$ cat config.mk
export PLATFORM = sky130hd
export DESIGN_NAME = serial_chunk_adder
export DESIGN_NICKNAME = d
export VERILOG_FILES = /design/src/rtl/serial_chunk_adder.sv
export SDC_FILE = /design/constraint.sdc
export NUM_CORES = 1
export LEC_CHECK = 0
export ABC_AREA = 1
export BUFFER_PORTS_ARGS = -buffer_cell sky130_fd_sc_hd__buf_2
export CORE_MARGIN = 10
export CORE_UTILIZATION = 57
export CTS_CLUSTER_SIZE = 8
export DETAILED_ROUTE_END_ITERATION = 10
export HOLD_SLACK_MARGIN = 0.1
export PLACE_DENSITY = 0.83
export SLEW_MARGIN = 15
export SYNTH_ARGS = -nofsm -noshare
export SYNTH_HDL_FRONTEND = slang
export SYNTH_SLANG_ARGS = --single-unit
$ cat constraint.sdc
create_clock -name clk -period 2.5 [get_ports clk]
set_input_delay 0.75 -clock clk [delete_from_list [all_inputs] [get_ports clk]]
set_output_delay 0.75 -clock clk [all_outputs]
set_load 0.05 [all_outputs]
$ cat src/rtl/serial_chunk_adder.sv
// Signed add/subtract over WIDTH bits, CHUNK bits per clock, with valid/ready handshakes.
// Produces sum, carry, the exact WIDTH+1 result and {N,Z,C,V} flags.
module serial_chunk_adder #(
    parameter int WIDTH = 5,
    parameter int CHUNK = 1
) (
    input  logic             clk,
    input  logic             rst_n,
    input  logic             in_valid,
    output logic             in_ready,
    input  logic [WIDTH-1:0] a,
    input  logic [WIDTH-1:0] b,
    input  logic             cin,
    input  logic             sub,
    output logic             out_valid,
    input  logic             out_ready,
    output logic [WIDTH-1:0] sum,
    output logic             cout,
    output logic [WIDTH:0]   result,
    output logic [3:0]       flags
);
    localparam int NCHUNK = WIDTH / CHUNK;
    localparam int CW     = (NCHUNK > 1) ? $clog2(NCHUNK) : 1;

    if (WIDTH < 2 || CHUNK < 1 || CHUNK > WIDTH || (WIDTH % CHUNK) != 0) begin : g_bad_params
        $error("serial_chunk_adder: illegal WIDTH/CHUNK combination");
    end

    typedef enum logic [1:0] {IDLE, BUSY, DONE} state_t;

    state_t           state;
    logic [WIDTH-1:0] a_sh;
    logic [WIDTH-1:0] b_sh;
    logic [WIDTH-1:0] sum_acc;
    logic [CW-1:0]    cnt;
    logic             carry;
    logic             sign_a;
    logic             sign_b;

    logic             accept;
    logic             last;
    logic [WIDTH-1:0] b_eff;
    logic [CHUNK:0]   csum;
    logic [WIDTH-1:0] sum_next;
    logic             top_bit;

    assign in_ready = (state == IDLE) || (state == DONE && out_ready);
    assign accept   = in_valid && in_ready;
    assign b_eff    = sub ? ~b : b;
    assign last     = (cnt == CW'(NCHUNK - 1));

    // Operands shift right each cycle; result chunks enter at the top of sum_acc.
    always_comb begin
        csum     = {1'b0, a_sh[CHUNK-1:0]} + {1'b0, b_sh[CHUNK-1:0]} + (CHUNK+1)'(carry);
        sum_next = sum_acc >> CHUNK;
        sum_next[WIDTH-1 -: CHUNK] = csum[CHUNK-1:0];
        // Sign extension of both operands plus the final carry gives the exact top bit.
        top_bit  = sign_a ^ sign_b ^ csum[CHUNK];
    end

    always_ff @(posedge clk or negedge rst_n) begin
        if (!rst_n) begin
            state     <= IDLE;
            a_sh      <= '0;
            b_sh      <= '0;
            sum_acc   <= '0;
            cnt       <= '0;
            carry     <= 1'b0;
            sign_a    <= 1'b0;
            sign_b    <= 1'b0;
            out_valid <= 1'b0;
            sum       <= '0;
            cout      <= 1'b0;
            result    <= '0;
            flags     <= '0;
        end else if (accept) begin
            state     <= BUSY;
            a_sh      <= a;
            b_sh      <= b_eff;
            carry     <= sub ? 1'b1 : cin;
            sign_a    <= a[WIDTH-1];
            sign_b    <= b_eff[WIDTH-1];
            sum_acc   <= '0;
            cnt       <= '0;
            out_valid <= 1'b0;
        end else begin
            case (state)
                BUSY: begin
                    a_sh    <= a_sh >> CHUNK;
                    b_sh    <= b_sh >> CHUNK;
                    carry   <= csum[CHUNK];
                    sum_acc <= sum_next;
                    cnt     <= cnt + CW'(1);
                    if (last) begin
                        state     <= DONE;
                        out_valid <= 1'b1;
                        sum       <= sum_next;
                        cout      <= csum[CHUNK];
                        result    <= {top_bit, sum_next};
                        flags     <= {sum_next[WIDTH-1], sum_next == '0, csum[CHUNK],
                                      top_bit ^ sum_next[WIDTH-1]};
                    end
                end
                DONE: begin
                    if (out_ready) begin
                        state     <= IDLE;
                        out_valid <= 1'b0;
                    end
                end
                default: ;
            endcase
        end
    end
endmodule

==> flow_metrics.env <==
export IMPL_finalNetCount=228
export IMPL_grt_busiest_layer="met2"
export IMPL_hold_path_class="input pin to async pin"
export IMPL_dieArea_mm2=0.00528
export IMPL_path_clk_slew_ns=0.10
export IMPL_final_hold_viol_count=0
export IMPL_avgSynthCellArea_um2=8.68
export IMPL_cts_root_buf="clkbuf_4"
export IMPL_io_pins=34
export IMPL_holdWs_ns=0.444
export IMPL_grtUsageTotal=0.123
export IMPL_path_class="input pin to output port"
export IMPL_coreArea_mm2=0.00271
export IMPL_synth_compound_area_frac=0.117
export IMPL_grt_pass1_wl_um=5200
export IMPL_routed_via_count=1182
export IMPL_drc=0
export IMPL_ys_ff_latch=31
export IMPL_r2r_end="result[4]$_DFFE_PN0P_"
export IMPL_syn_nets=201
export IMPL_grt_use_met3=0.0707
export IMPL_maxCapViolations=0
export IMPL_cts_resized_gates=0
export IMPL_worstPathArrival_ns=1.29
export IMPL_post_route_util=0.637
export IMPL_syn_area_mm2=0.00158
export IMPL_cts_setup_buffers=0
export IMPL_final_setup_viol_count=0
export IMPL_start_kind="input pin"
export IMPL_cellLeakagePower_nw=0.986
export IMPL_fin_crit_sh=0.815
export IMPL_fill_cells=258
export IMPL_worstReg2RegStart="out_valid$_DFFE_PN0P_"
export IMPL_cts_tree="yes"
export IMPL_worst_slew_margin_rel=0.546
export IMPL_clk_latency_ns=0.34
export IMPL_via_per_inst=4.90
export IMPL_grt_use_met2=0.176
export IMPL_grt_pass1_vias=1201
export IMPL_antenna_left=0
export IMPL_rows=19
export IMPL_initial_utilization=0.583
export IMPL_wl_per_cell_um=12.2
export IMPL_hpwl_um=2150
export IMPL_syn_to_final_growth_pct=9.35
export IMPL_hold_buffers=0
export IMPL_report_final_slew_viol_count=0
export IMPL_yosys_area_share_xor_xnor=0.0277
export IMPL_gp_congestion=0.769
export IMPL_num_antenna_cells=0
export IMPL_fmax_mhz=491
export IMPL_vdd_drop_max_v=0.000489
export IMPL_r2r_cells=6
export IMPL_crit_start="out_ready"
export IMPL_fin_crit_ns=2.04
export IMPL_r2r_slack_ns=1.00
export IMPL_crit_path_end_kind="output port"
export IMPL_dp_cells=233
export IMPL_grt_overflow=0
export IMPL_drive_above_1_share=0.252
export IMPL_antenna_found_initial=0
export IMPL_skew_ns=0.0101
export IMPL_finalSetupTns_ns=0
export IMPL_cts_buffers=5
export IMPL_critPathRequiredTime_ns=1.75
export IMPL_worst_pin_slew_ns=0.682
export IMPL_synth_cell_type_count=25
export IMPL_grt_max_degree=32
export IMPL_total_power_mw=0.848
export IMPL_postSynthCellCount=182
export IMPL_status="completed"
export IMPL_die_y_um=72.6
export IMPL_stdcell_count=241
export IMPL_synth_fa_ha_area_frac=0.0285
export IMPL_die_w_um=72.6
export IMPL_clock_path_buffers=2
export IMPL_synth_simple_area_share=0.201
export IMPL_routed_wirelength_um=2940
export IMPL_power_density_mw_per_mm2=491
export IMPL_synth_area_mux_share=0
export IMPL_synth_top_family_by_area="simple AND/OR/NAND/NOR gates"
export IMPL_h_tree_depth=2
export IMPL_clock_sink_count=31
export IMPL_cp_max_fo=2
export IMPL_port_buffers=33
export IMPL_ys_seq_area_frac=0.491
export IMPL_drtIter0Drc=61
export IMPL_yosysWarnings=0
export IMPL_rsz0062_at_grt="no"
export IMPL_grtUsageMet1=0.145
export IMPL_first_pass_iters=4
-- cell usage after synthesis --
library cell / count / area, um^2
inv_2: 3 / 11.3
clkbuf_1: 1 / 3.75
a21oi_1: 1 / 5.00
a21oi_2: 1 / 8.76
o21ai_1: 5 / 25.0
nor2_4: 2 / 22.5
o21ai_0: 14 / 70.1
inv_1: 25 / 93.8
nand4_1: 1 / 6.26
o21ai_2: 5 / 43.8
nand2_4: 1 / 11.3
o21a_1: 1 / 7.51
dfrtp_1: 31 / 776
nand2_1: 43 / 161
fa_1: 1 / 20.0
nand3_1: 6 / 30.0
buf_6: 4 / 45.0
xor2_1: 5 / 43.8
ha_1: 2 / 25.0
nor2_1: 16 / 60.1
buf_4: 7 / 52.6
a31oi_1: 4 / 25.0
nor2_8: 1 / 20.0
nand2_2: 1 / 6.26
buf_2: 1 / 5.00
-- power by group --
| group | switching (mW) | internal, mW |
|---|---|---|
| Clock | 0.167 | 0.109 |
| Sequential | 0.00562 | 0.512 |
| Combinational | 0.0322 | 0.0215 |
| Total | 0.205 | 0.643 |
-- metrics by stage --
stage / instance area [um^2] / setup WS (ns)
2_1_floorplan: 1580 / 0.439
3_3_place_gp: 1680 / 0.465
3_5_place_dp: 1680 / 0.456
4_1_cts: 1730 / 0.453
5_1_grt: 1730 / 0.416
6_report: 1730 / 0.462
-- layout make-up --
| class | count | area, um^2 | share of cell area |
|---|---|---|---|
| tap | 31 | 38.8 | 0.0225 |
| clock buffer | 7 | 45.0 | 0.0261 |
| timing repair buffer | 33 | 165 | 0.0957 |
| multi-input combinational | 110 | 592 | 0.343 |
| clock inverter | 1 | 5.00 | 0.00290 |
| sequential | 31 | 776 | 0.449 |
| inverter | 28 | 105 | 0.0609 |
-- layout by cell type (no fill, tap or decap), types with 2 or more instances in the layout --
master and count:
nand2_1 43, buf_2 33, dfrtp_1 31, inv_1 25
nor2_1 16, o21ai_0 14, nand3_1 6, o21ai_1 5
xor2_1 5, o21ai_2 5, clkbuf_4 5, a31oi_1 4
inv_2 3, nor2_4 2, ha_1 2, clkbuf_1 2
-- per-layer routing --
metal / share of wire / vias up
li1: - / 612
met1: 0.45 / 522
met2: 0.42 / 41
met3: 0.11 / 7
met4: 0.019 / 0
met5: 0 / -
-- flip-flops by register name, summed over array words and instances (netlist names) --
name	cells
out_valid	1
sign_b	1
a_sh	5
flags	3
sign_a	1
cnt	3
b_sh	5
sum_acc	4
state	1
carry	1
sum	4
result	2
-- cell families (layout without fill, tap and decap cells) --
| family | count (synthesis) | count (layout) |
|---|---|---|
| AO/OA/AOI/OAI | 31 | 31 |
| flip-flops | 31 | 31 |
| adder cells (fa/ha/maj) | 3 | 3 |
| buffers and inverters | 41 | 69 |
| XOR/XNOR | 5 | 5 |
| AND/OR/NAND/NOR | 71 | 71 |
-- worst max path at each step --
stage	endpoint	slack, ns	cells after the start
global placement	in_ready	0.47	4
global route	in_ready	0.42	4
floorplan	in_ready	0.44	2
finish	in_ready	0.46	4
CTS	in_ready	0.45	4
detailed placement	in_ready	0.46	4
-- worst max-delay path, cell delays in order --
cell and delay [ns]:
buf_2 0.07, inv_1 0.04, a21oi_2 0.14, buf_2 0.28
Power figures use the tool's default switching activity.
